**src/rtl/chipper_pkg.sv**
```systemverilog
// Shared constants and XY routing helper for the chipper injection stage.
// Holds direction one-hots, channel indices and the productive-direction function.
package chipper_pkg;

  localparam logic [4:0] DIR_E = 5'b00001;
  localparam logic [4:0] DIR_W = 5'b00010;
  localparam logic [4:0] DIR_N = 5'b00100;
  localparam logic [4:0] DIR_S = 5'b01000;
  localparam logic [4:0] DIR_L = 5'b10000;

  localparam int CH_E = 0;
  localparam int CH_W = 1;
  localparam int CH_N = 2;
  localparam int CH_S = 3;

  // addr is {row, col} zero-extended; cw is the coordinate width.
  function automatic logic [4:0] xy_dir(
    input logic [31:0] addr,
    input logic [31:0] cw,
    input logic [31:0] rx,
    input logic [31:0] ry
  );
    logic [31:0] mask;
    logic [31:0] row;
    logic [31:0] col;
    mask = (32'd1 << cw) - 32'd1;
    col  = addr & mask;
    row  = (addr >> cw) & mask;
    if (col > rx)      xy_dir = DIR_E;
    else if (col < rx) xy_dir = DIR_W;
    else if (row > ry) xy_dir = DIR_N;
    else if (row < ry) xy_dir = DIR_S;
    else               xy_dir = DIR_L;
  endfunction

endpackage

```
**src/rtl/chipper_inj_fifo.sv**
```systemverilog
// Synchronous FIFO holding local flits awaiting injection.
// Ports: push/wdata in, pop/rdata head out, full/empty/count status.
module chipper_inj_fifo #(
  parameter int WIDTH = 14,
  parameter int DEPTH = 4,
  localparam int AW = $clog2(DEPTH),
  localparam int CW = AW + 1
) (
  input  logic             clk,
  input  logic             rst,
  input  logic             push,
  input  logic [WIDTH-1:0] wdata,
  input  logic             pop,
  output logic [WIDTH-1:0] rdata,
  output logic             full,
  output logic             empty,
  output logic [CW-1:0]    count
);

  logic [WIDTH-1:0] mem_q [DEPTH];
  logic [AW-1:0]    wr_q, wr_d;
  logic [AW-1:0]    rd_q, rd_d;
  logic [CW-1:0]    count_q, count_d;

  // Pointers wrap naturally since DEPTH is a power of two.
  always_comb begin
    wr_d    = wr_q;
    rd_d    = rd_q;
    count_d = count_q;
    if (push) wr_d = wr_q + AW'(1);
    if (pop)  rd_d = rd_q + AW'(1);
    if (push && !pop)      count_d = count_q + CW'(1);
    else if (pop && !push) count_d = count_q - CW'(1);
  end

  always_ff @(posedge clk) begin
    if (rst) begin
      wr_q    <= '0;
      rd_q    <= '0;
      count_q <= '0;
    end else begin
      wr_q    <= wr_d;
      rd_q    <= rd_d;
      count_q <= count_d;
    end
  end

  always_ff @(posedge clk) begin
    if (push) mem_q[wr_q] <= wdata;
  end

  assign rdata = mem_q[rd_q];
  assign full  = (count_q == CW'(DEPTH));
  assign empty = (count_q == '0);
  assign count = count_q;

endmodule

```
**src/rtl/chipper_injector_param.sv**
```systemverilog
// Deflection-router injection stage: registers NUM_CH channels and injects queued local flits.
// Ports: in_* channels, inj_* local flit, out_* registered channels, out_inj/out_dir, starve, q_count.
module chipper_injector_param
  import chipper_pkg::*;
#(
  parameter int COORD_W      = 3,
  parameter int DATA_W       = 8,
  parameter int NUM_CH       = 4,
  parameter int ROUTER_X     = 4,
  parameter int ROUTER_Y     = 4,
  parameter int QDEPTH       = 4,
  parameter int RR_MODE      = 1,
  parameter int STARVE_LIMIT = 8,
  localparam int ADDR_W = 2 * COORD_W
) (
  input  logic                     clk,
  input  logic                     rst,
  input  logic [NUM_CH-1:0]        in_valid,
  input  logic [NUM_CH*ADDR_W-1:0] in_addr,
  input  logic [NUM_CH*DATA_W-1:0] in_data,
  input  logic                     inj_valid,
  output logic                     inj_ready,
  input  logic [ADDR_W-1:0]        inj_addr,
  input  logic [DATA_W-1:0]        inj_data,
  output logic [NUM_CH-1:0]        out_valid,
  output logic [NUM_CH*ADDR_W-1:0] out_addr,
  output logic [NUM_CH*DATA_W-1:0] out_data,
  output logic [NUM_CH-1:0]        out_inj,
  output logic [4:0]               out_dir,
  output logic                     starve,
  output logic [$clog2(QDEPTH):0]  q_count
);

  localparam int PW  = (NUM_CH > 1) ? $clog2(NUM_CH) : 1;
  localparam int SCW = $clog2(STARVE_LIMIT + 1);
  localparam int FW  = ADDR_W + DATA_W;

  logic              full, empty, push, inj, found;
  logic [FW-1:0]     head;
  logic [ADDR_W-1:0] head_addr;
  logic [DATA_W-1:0] head_data;
  logic [NUM_CH-1:0] free, sel_oh;
  logic [PW-1:0]     sel_idx, idx;

  logic [PW-1:0]            rr_ptr_q, rr_ptr_d;
  logic [SCW-1:0]           cnt_q, cnt_d;
  logic                     starve_q, starve_d;
  logic [NUM_CH-1:0]        out_valid_q, out_valid_d;
  logic [NUM_CH*ADDR_W-1:0] out_addr_q, out_addr_d;
  logic [NUM_CH*DATA_W-1:0] out_data_q, out_data_d;
  logic [NUM_CH-1:0]        out_inj_q, out_inj_d;
  logic [4:0]               out_dir_q, out_dir_d;

  assign inj_ready = !full;
  assign push      = inj_valid && !full;
  assign free      = ~in_valid;
  assign head_addr = head[FW-1:DATA_W];
  assign head_data = head[DATA_W-1:0];

  chipper_inj_fifo #(
    .WIDTH(FW),
    .DEPTH(QDEPTH)
  ) u_fifo (
    .clk   (clk),
    .rst   (rst),
    .push  (push),
    .wdata ({inj_addr, inj_data}),
    .pop   (inj),
    .rdata (head),
    .full  (full),
    .empty (empty),
    .count (q_count)
  );

  // Channel pick: cyclic scan from rr_ptr, or lowest free index.
  always_comb begin
    found   = 1'b0;
    sel_idx = '0;
    idx     = '0;
    if (RR_MODE != 0) begin
      for (int k = 0; k < NUM_CH; k++) begin
        idx = PW'((int'(rr_ptr_q) + k) % NUM_CH);
        if (!found && free[idx]) begin
          found   = 1'b1;
          sel_idx = idx;
        end
      end
    end else begin
      for (int k = NUM_CH - 1; k >= 0; k--) begin
        if (free[PW'(k)]) begin
          found   = 1'b1;
          sel_idx = PW'(k);
        end
      end
    end
  end

  assign inj = !empty && found;

  always_comb begin
    sel_oh      = '0;
    out_valid_d = in_valid;
    out_addr_d  = in_addr;
    out_data_d  = in_data;
    out_inj_d   = '0;
    out_dir_d   = '0;
    rr_ptr_d    = rr_ptr_q;
    if (inj) begin
      sel_oh[sel_idx] = 1'b1;
      out_inj_d       = sel_oh;
      out_dir_d       = xy_dir(32'(head_addr), 32'(COORD_W),
                               32'(ROUTER_X), 32'(ROUTER_Y));
      for (int i = 0; i < NUM_CH; i++) begin
        if (sel_oh[i]) begin
          out_valid_d[i]                 = 1'b1;
          out_addr_d[i*ADDR_W +: ADDR_W] = head_addr;
          out_data_d[i*DATA_W +: DATA_W] = head_data;
        end
      end
      if (RR_MODE != 0) begin
        if (sel_idx == PW'(NUM_CH - 1)) rr_ptr_d = '0;
        else                            rr_ptr_d = sel_idx + PW'(1);
      end
    end
  end

  // Non-empty without injection can only mean every channel is busy.
  always_comb begin
    cnt_d = cnt_q;
    if (empty || inj)                       cnt_d = '0;
    else if (cnt_q != SCW'(STARVE_LIMIT))   cnt_d = cnt_q + SCW'(1);
    starve_d = (cnt_d == SCW'(STARVE_LIMIT));
  end

  always_ff @(posedge clk) begin
    if (rst) begin
      rr_ptr_q    <= '0;
      cnt_q       <= '0;
      starve_q    <= 1'b0;
      out_valid_q <= '0;
      out_addr_q  <= '0;
      out_data_q  <= '0;
      out_inj_q   <= '0;
      out_dir_q   <= '0;
    end else begin
      rr_ptr_q    <= rr_ptr_d;
      cnt_q       <= cnt_d;
      starve_q    <= starve_d;
      out_valid_q <= out_valid_d;
      out_addr_q  <= out_addr_d;
      out_data_q  <= out_data_d;
      out_inj_q   <= out_inj_d;
      out_dir_q   <= out_dir_d;
    end
  end

  assign out_valid = out_valid_q;
  assign out_addr  = out_addr_q;
  assign out_data  = out_data_q;
  assign out_inj   = out_inj_q;
  assign out_dir   = out_dir_q;
  assign starve    = starve_q;

endmodule

```
**config.mk**
```make
export PLATFORM = sky130hd
export DESIGN_NAME = chipper_injector_param
export DESIGN_NICKNAME = d
export VERILOG_FILES = /design/src/rtl/chipper_pkg.sv /design/src/rtl/chipper_inj_fifo.sv /design/src/rtl/chipper_injector_param.sv
export SDC_FILE = /design/constraint.sdc
export NUM_CORES = 1
export LEC_CHECK = 0
export BUFFER_PORTS_ARGS = -buffer_cell sky130_fd_sc_hd__buf_4
export CAP_MARGIN = 20
export CORE_MARGIN = 5
export CORE_UTILIZATION = 47
export DETAILED_ROUTE_END_ITERATION = 16
export PLACE_DENSITY_LB_ADDON = 0.12
export SETUP_SLACK_MARGIN = 0.3
export SYNTH_ARGS = -nofsm -noshare
export SYNTH_HDL_FRONTEND = slang
export SYNTH_SLANG_ARGS = --single-unit
```
**constraint.sdc**
```tcl
create_clock -name clk -period 2.2 [get_ports clk]
set_clock_uncertainty 0.2 [all_clocks]
set_input_delay 0.22 -clock clk [delete_from_list [all_inputs] [get_ports clk]]
set_output_delay 0.22 -clock clk [all_outputs]
set_load 0.01 [all_outputs]
```
==> results of run 1 <==
## layout by cell type, fill, tap and decap left out, types with 5 or more instances in the layout
cell type and n:
buf_12 5, clkbuf_16 17, mux4_2 12, clkinvlp_4 6, a21oi_1 7, dlygate4sd3_1 74
inv_1 6, ha_1 6, mux2i_1 51, edfxtp_1 56, nor2_1 82, buf_4 177
xor2_1 5, buf_6 12, ha_4 5, dfxtp_1 80, mux2i_2 5
## path summary, 6_finish.rpt
| path | startpoint | to | slack, ns | depth (start not counted) |
|---|---|---|---|---|
| worst max register to register | u_fifo.count[0] | u_fifo.count[2] | 0.01 | 8 |
| worst min register to register | u_fifo.rd_q[1] | u_fifo.rd_q[1] | 0.32 | 2 |
| worst max-delay path | u_fifo.count[0] | u_fifo.count[2] | 0.01 | 8 |
| worst min-delay path | in_valid[1] | out_valid[1] | 0.03 | 4 |
## final cells by class
cell class	instances	area (µm²)	area share, %
clock buffers	20	456.7	5.315
repair buffers	271	2387	27.79
inverters	8	30.03	0.3495
diodes	1	2.502	0.02912
clock inverters	12	136.4	1.587
multi-input cells	224	2001	23.29
well taps	143	178.9	2.082
flip-flops and latches	141	3400	39.57
## synth_stat cells (all sizes together), types with 2 or more instances
| cell | instances |
|---|---|
| mux2i | 58 |
| clkbuf | 9 |
| nor2 | 83 |
| dfxtp | 85 |
| nor3 | 2 |
| o21ai | 3 |
| a21boi | 2 |
| nand3b | 2 |
| or3 | 2 |
| a21oi | 8 |
| edfxtp | 56 |
| nand2 | 5 |
| nand3 | 8 |
| xnor2 | 2 |
| buf | 8 |
| nand2b | 2 |
| and2 | 4 |
| inv | 8 |
| mux4 | 14 |
| xor2 | 5 |
| ha | 11 |
| nor3b | 2 |
## logic make-up (layout without fill, tap and decap cells)
| group | count (synthesis) | after routing |
|---|---|---|
| compound gates | 18 | 18 |
| xor+xnor | 7 | 7 |
| fa+ha+maj | 12 | 12 |
| buf+inv | 25 | 311 |
| flops | 141 | 141 |
| mux | 73 | 73 |
| other cells | 0 | 1 |
| simple gates | 114 | 114 |
## per-layer routing
| metal | vias to the layer above | share of wire (%) |
|---|---|---|
| met5 | - | 0 |
| met4 | 0 | 1.9 |
| met3 | 24 | 5.9 |
| met2 | 128 | 52 |
| met1 | 1885 | 41 |
| li1 | 1935 | - |
## what timing repair did
action | 4_1_cts | 5_1_grt
hold buffers | 74 | 0
pin swaps | 9 | 23
setup buffers | 16 | 5
endpoints found under the hold margin | 120 | 0
gates cloned | 3 | 0
gates resized for setup | 19 | 15
endpoints found under the setup margin | 65 | 63
## state kept, by name (all words and copies together), names as in the netlist, named ones only
| register | flops |
|---|---|
| out_data | 32 |
| starve | 1 |
| u_fifo.wr_q | 2 |
| cnt_q | 4 |
| out_valid | 4 |
| out_addr | 24 |
| u_fifo.count | 3 |
| u_fifo.mem_q | 56 |
| out_dir | 5 |
| out_inj | 4 |
| u_fifo.rd_q | 2 |
| rr_ptr_q | 2 |
## power by group through the flow
| stage | clock network [mW] | logic, mW | registers [mW] |
|---|---|---|---|
| floorplan | 0 | 1.56 | 3.41 |
| global placement | 0 | 2.56 | 3.33 |
| detailed placement | 0 | 2.59 | 3.35 |
| CTS | 2.87 | 3.11 | 3.30 |
| global route | 2.98 | 3.49 | 3.33 |
| finish | 2.81 | 3.26 | 3.29 |
## through the flow
stage          worst slack [ns]  hold slack, ns
2_1_floorplan           0.02494          0.1189
3_3_place_gp            0.08621          0.2188
3_5_place_dp            0.01496          0.2232
4_1_cts                 0.01201         0.01026
5_1_grt                -0.02803         0.02681
6_report                0.01105         0.02618
## critical path, cell delays in order, from the launching register on
cell,delay [ns]
dfxtp_4,0.35
or3_4,0.39
nand2_4,0.08
ha_4,0.13
inv_2,0.03
fa_2,0.32
xor2_1,0.15
or3_1,0.31
a21oi_1,0.14
==> impl_metrics.csv, run 1 <==
group,metric,value,unit
detailed_routing,first_pass_iters,4,
floorplanning,die_area,0.01369,mm²
detailed_routing,wirelength,14260,µm
clocking,cts_made_buffers,17,
floorplanning,core_area,0.01132,mm²
detailed_routing,drt_iter0_drc,224,
power,power_switching,2.771,mW
placement,placed_cell_area,0.006863,mm²
timing,worst-slew-pin-transition,0.3543,ns
power,powerDensity,1090,mW/mm²
placement,dp_hpwl,9022,µm
global_route,grt.total_usage,20.83,%
critical_path,cp_max_fo,4,
synthesis,yosys_warnings,0,
floorplanning,rows,39,
outcome,status,"complete, no violations",
power,p_seq_share,35.2,%
synthesis,avgSynthCellArea,13.80,µm²
global_route,grt_pass1_wl,21070,µm
detailed_routing,viasPerCell,4.844,
synthesis,yosys-top-cells-area,"dfxtp_1, edfxtp_1, mux2i_1, nor2_1, mux4_2",
layout,post-route-util,75.90,%
clocking,clock-sinks,141,
synthesis,synth_top_area_cell,"dfxtp_1",
synthesis,synth-simple-area-share,10.88,%
clocking,clk_latency,0.41,ns
synthesis,syn_nets,479,
global_route,antenna_found_initial,0,
timing,drv_slew,0,
global_route,grtUsageMet1,24.67,%
synthesis,ys_types,40,
placement,portBuffers,150,
timing,slew_headroom,76.38,%
placement,placed_cells,689,
global_route,grt_max_degree,78,
synthesis,synth_adder_area_share,2.930,%
floorplanning,dieHeight,117.0,µm
layout,fin_area,0.008592,mm²
timing,hold_viol,0,
critical_path,cp_data_arrival_time,2.32,ns
layout,layout-drive-gt1-share,41.27,%
synthesis,synthMuxAreaShare,17.00,%
layout,fin_nets,752,
power,switching_share,29.60,%
clocking,cts_tree,"built",
synthesis,synth_edf_count,56,
power,power.internal,6.591,mW
critical_path,critPathKind,"flop to flop",
job,drv_cap,0,
timing,setup_viol,0,
placement,globalplace.congestion,0.8407,
synthesis,synth_top_family_by_area,"multiplexers",
detailed_routing,routedWlPerCell,17.39,µm
detailed_routing,drc,0,
floorplanning,fp.dieW,117.0,µm
global_route,grt.busiest_layer,"met2",
global_route,gr-total-overflow,0,
synthesis,synth_compound_area_share,2.442,%
synthesis,postSynthCellCount,390,
layout,synthToLayoutAreaGrowth,59.70,%
detailed_routing,num_vias,3972,
clocking,cts_buffer_depth,2,
global_route,first_global_vias,4129,
synthesis,synth_xor_area_share,1.140,%
clocking,cts_max_level,4,
critical_path,start_kind,"flop",
min_path,hold_class,"input port to flop",
synthesis,yosysTopAreaCellShare,31.63,%
layout,instances_no_fill,820,
clocking,cts-root-buf,"clkbuf_16",
timing,max_freq,0.4568,GHz
critical_path,end_kind,"flop",
power,power,9.362,mW
synthesis,synthArstFlopShare,0,%
layout,fillers,699,
synthesis,synth-seq-cells,141,
clocking,path_clk_slew,0.06,ns
power,p_leak,3.828,nW
floorplanning,io_pins,151,
detailed_routing,ant_nets,0,
timing,rsz0062_at_grt,"yes",
global_route,use_met2,36.67,%
power,clockPowerShare,30.0,%
global_route,gr-usage-met3,4.267,%
power,combPwrFrac,34.8,%
synthesis,synthFlopType,"dfxtp_1",
timing,fin_crit_sh,99.50,%
floorplanning,initial_core_util,47.52,%
synthesis,ys_seq_area_share,62.88,%
critical_path,required,2.33,ns
synthesis,synth.cell_area,0.005380,mm²
power,vdd_drop_max,0.6151,mV
timing,fin_tns_setup,0,ns
timing,post-route-min-period,2.189,ns
Note: power is estimated with default switching activity, not from simulation.
==> run 2, diff against run 1 <==
--- a/config.mk
+++ b/config.mk
@@ -10,7 +10,9 @@
 export CORE_MARGIN = 5
 export CORE_UTILIZATION = 47
 export DETAILED_ROUTE_END_ITERATION = 16
+export MAX_ROUTING_LAYER = met4
 export PLACE_DENSITY_LB_ADDON = 0.12
+export RECOVER_POWER = 50
 export SETUP_SLACK_MARGIN = 0.3
 export SYNTH_ARGS = -nofsm -noshare
 export SYNTH_HDL_FRONTEND = slang
==> run 2 against run 1 <==
Combinational power is 5% lower. Core utilization shrank 2.7 points. Sequential share of layout area grew 1.5 points. Final area down 3.6%. Wire length is 1.4% higher. Sequential power about the same. Non-clock buffer count rose by 1. Clock-buffer cell count did not move. Hold slack is essentially flat. Die area unchanged. Critical path type unchanged. Largest power group unchanged. Highest routed layer unchanged.
==> impl_metrics.csv, run 2 (synthesis gave the netlist of run 1 again) <==
group,metric,value,unit
floorplanning,dieHeight,117.0,µm
clocking,clock-sinks,141,
detailed_routing,drt_iter0_drc,255,
critical_path,reg2reg_depth,8,
timing,hold_viol,0,
detailed_routing,wl_met1,6000,µm
detailed_routing,wl_met3,830,µm
layout,num_antenna_cells,0,
placement,globalplace.congestion,0.8537,
timing,max_freq,0.4568,GHz
critical_path,end_kind,"flop",
detailed_routing,num_vias,3966,
critical_path,start_kind,"flop",
placement,dp_hpwl,9022,µm
floorplanning,die_area,0.01369,mm²
global_route,grt_max_degree,78,
critical_path,cp_data_arrival_time,2.32,ns
layout,fin_nets,753,
timing,drv_slew,0,
power,powerDensity,1111,mW/mm²
placement,dpl_worst_slack,0.01496,ns
min_path,hold_class,"input port to flop",
layout,multi_input_comb_area,0.002001,mm²
layout,largest_reg_flops,56,
detailed_routing,topRoutingLayerUsed,"met4",
min_path,min_path_cells,4,
global_route,antenna_found_initial,0,
critical_path,crit_chain,"or3_4 -> nand2_4 -> ha_4 -> inv_2 -> fa_2 -> xor2_1 -> or3_1 -> a21oi_1",
layout,layout-drive-gt1-share,28.95,%
detailed_routing,first_pass_iters,4,
clocking,cts_buffer_depth,2,
timing,hold_ws,0.02574,ns
detailed_routing,ant_nets,0,
clocking,clk_latency,0.41,ns
timing,fin_crit_sh,99.51,%
detailed_routing,wl_met2,7332,µm
floorplanning,io_pins,151,
critical_path,critPathKind,"flop to flop",
outcome,status,"complete, no violations",
floorplanning,fp.dieW,117.0,µm
timing,worst-slew-pin-transition,0.3497,ns
timing,rsz0062_at_grt,"yes",
clocking,path_clk_slew,0.06,ns
placement,portBuffers,150,
global_route,gr-total-overflow,0,
clocking,cts-root-buf,"clkbuf_16",
global_route,first_global_vias,4106,
floorplanning,initial_core_util,47.52,%
timing,post-route-min-period,2.189,ns
clocking,cts_max_level,4,
power,p_leak,3.505,nW
floorplanning,rows,39,
job,drv_cap,0,
layout,mostFrequentLayoutCell,"buf_4",
critical_path,required,2.33,ns
detailed_routing,wirelength,14460,µm
power,vdd_drop_max,0.6104,mV
layout,regMostFlops,"u_fifo.mem_q",
critical_path,cp_max_fo,4,
timing,fin_tns_setup,0,ns
layout,post-route-util,73.19,%
layout,regArea,0.003400,mm²
detailed_routing,viasPerCell,4.837,
layout,synthToLayoutAreaGrowth,54.00,%
global_route,grt_pass1_wl,21110,µm
detailed_routing,routedWlPerCell,17.64,µm
timing,setup_ws,0.01073,ns
layout,final_cell_mix,"buf_4, clkbuf_1, nor2_1",
floorplanning,core_area,0.01132,mm²
power,power,9.201,mW
clocking,cts_tree,"built",
clocking,cts_made_buffers,17,
critical_path,cpPeakStageDelay,0.39,ns
layout,fillers,809,
timing,setup_viol,0,
global_route,grt.total_usage,21.51,%
timing,slew_headroom,76.69,%
detailed_routing,drc,0,
critical_path,slowest_stage,"or3_4",
-- run 2: cell types whose count changed in the layout (fill, tap and decap cells not counted), sizes merged --
cell,previous run,this run
clkbuf,20,104
buf,197,114
diode,1,0
-- run 2: per-stage QoR --
stage | instances | cell area, µm²
floorplan | 390 | 5484
global placement | 689 | 6863
detailed placement | 689 | 6863
CTS | 814 | 8489
global route | 820 | 8285
finish | 820 | 8285
-- run 2: path summary, 6_finish.rpt --
kind / start / endpoint / slack [ns]
setup / recovery: u_fifo.count[0] / u_fifo.count[2] / 0.01
hold / removal: in_valid[1] / out_valid[1] / 0.03
setup reg to reg: u_fifo.count[0] / u_fifo.count[2] / 0.01
hold reg to reg: u_fifo.rd_q[1] / u_fifo.rd_q[1] / 0.32
-- run 2: cell type report --
type / instances / area share [%]
clock buffers: 20 / 5.512
flip-flops and latches: 141 / 41.03
clock inverters: 12 / 1.646
well taps: 143 / 2.159
repair buffers: 272 / 25.14
inverters: 8 / 0.3624
multi-input cells: 224 / 24.15
-- run 2: per-layer routing --
metal,vias up,track usage (%)
met5,-,-
met4,0,9.251
met3,27,3.805
met2,122,36.82
met1,1888,24.91
li1,1929,-
-- run 2: where the power goes --
group / internal, mW / leakage [nW] / total (mW) / switching [mW]
registers: 3.12 / 1.22 / 3.29 / 0.172
clock network: 1.74 / 0.272 / 2.81 / 1.08
logic: 1.58 / 2.01 / 3.10 / 1.52
-- run 2: critical path, delay by kind of cell (launching register included) --
kind	cells	cell delay, ns
AND/OR/NAND/NOR	3	0.78
AO/OA/AOI/OAI	1	0.14
flip-flops	1	0.35
buffers and inverters	1	0.03
adder cells (fa/ha/maj)	2	0.45
XOR/XNOR	1	0.15
-- run 2: what timing repair did --
| action | 4_1_cts | 5_1_grt |
|---|---|---|
| setup endpoints to repair | 65 | 63 |
| gates resized for setup | 19 | 17 |
| pin swaps | 9 | 24 |
| buffers inserted | 16 | 6 |
| hold buffers | 74 | 0 |
| gates cloned | 3 | 0 |
| hold endpoints to repair | 120 | 0 |
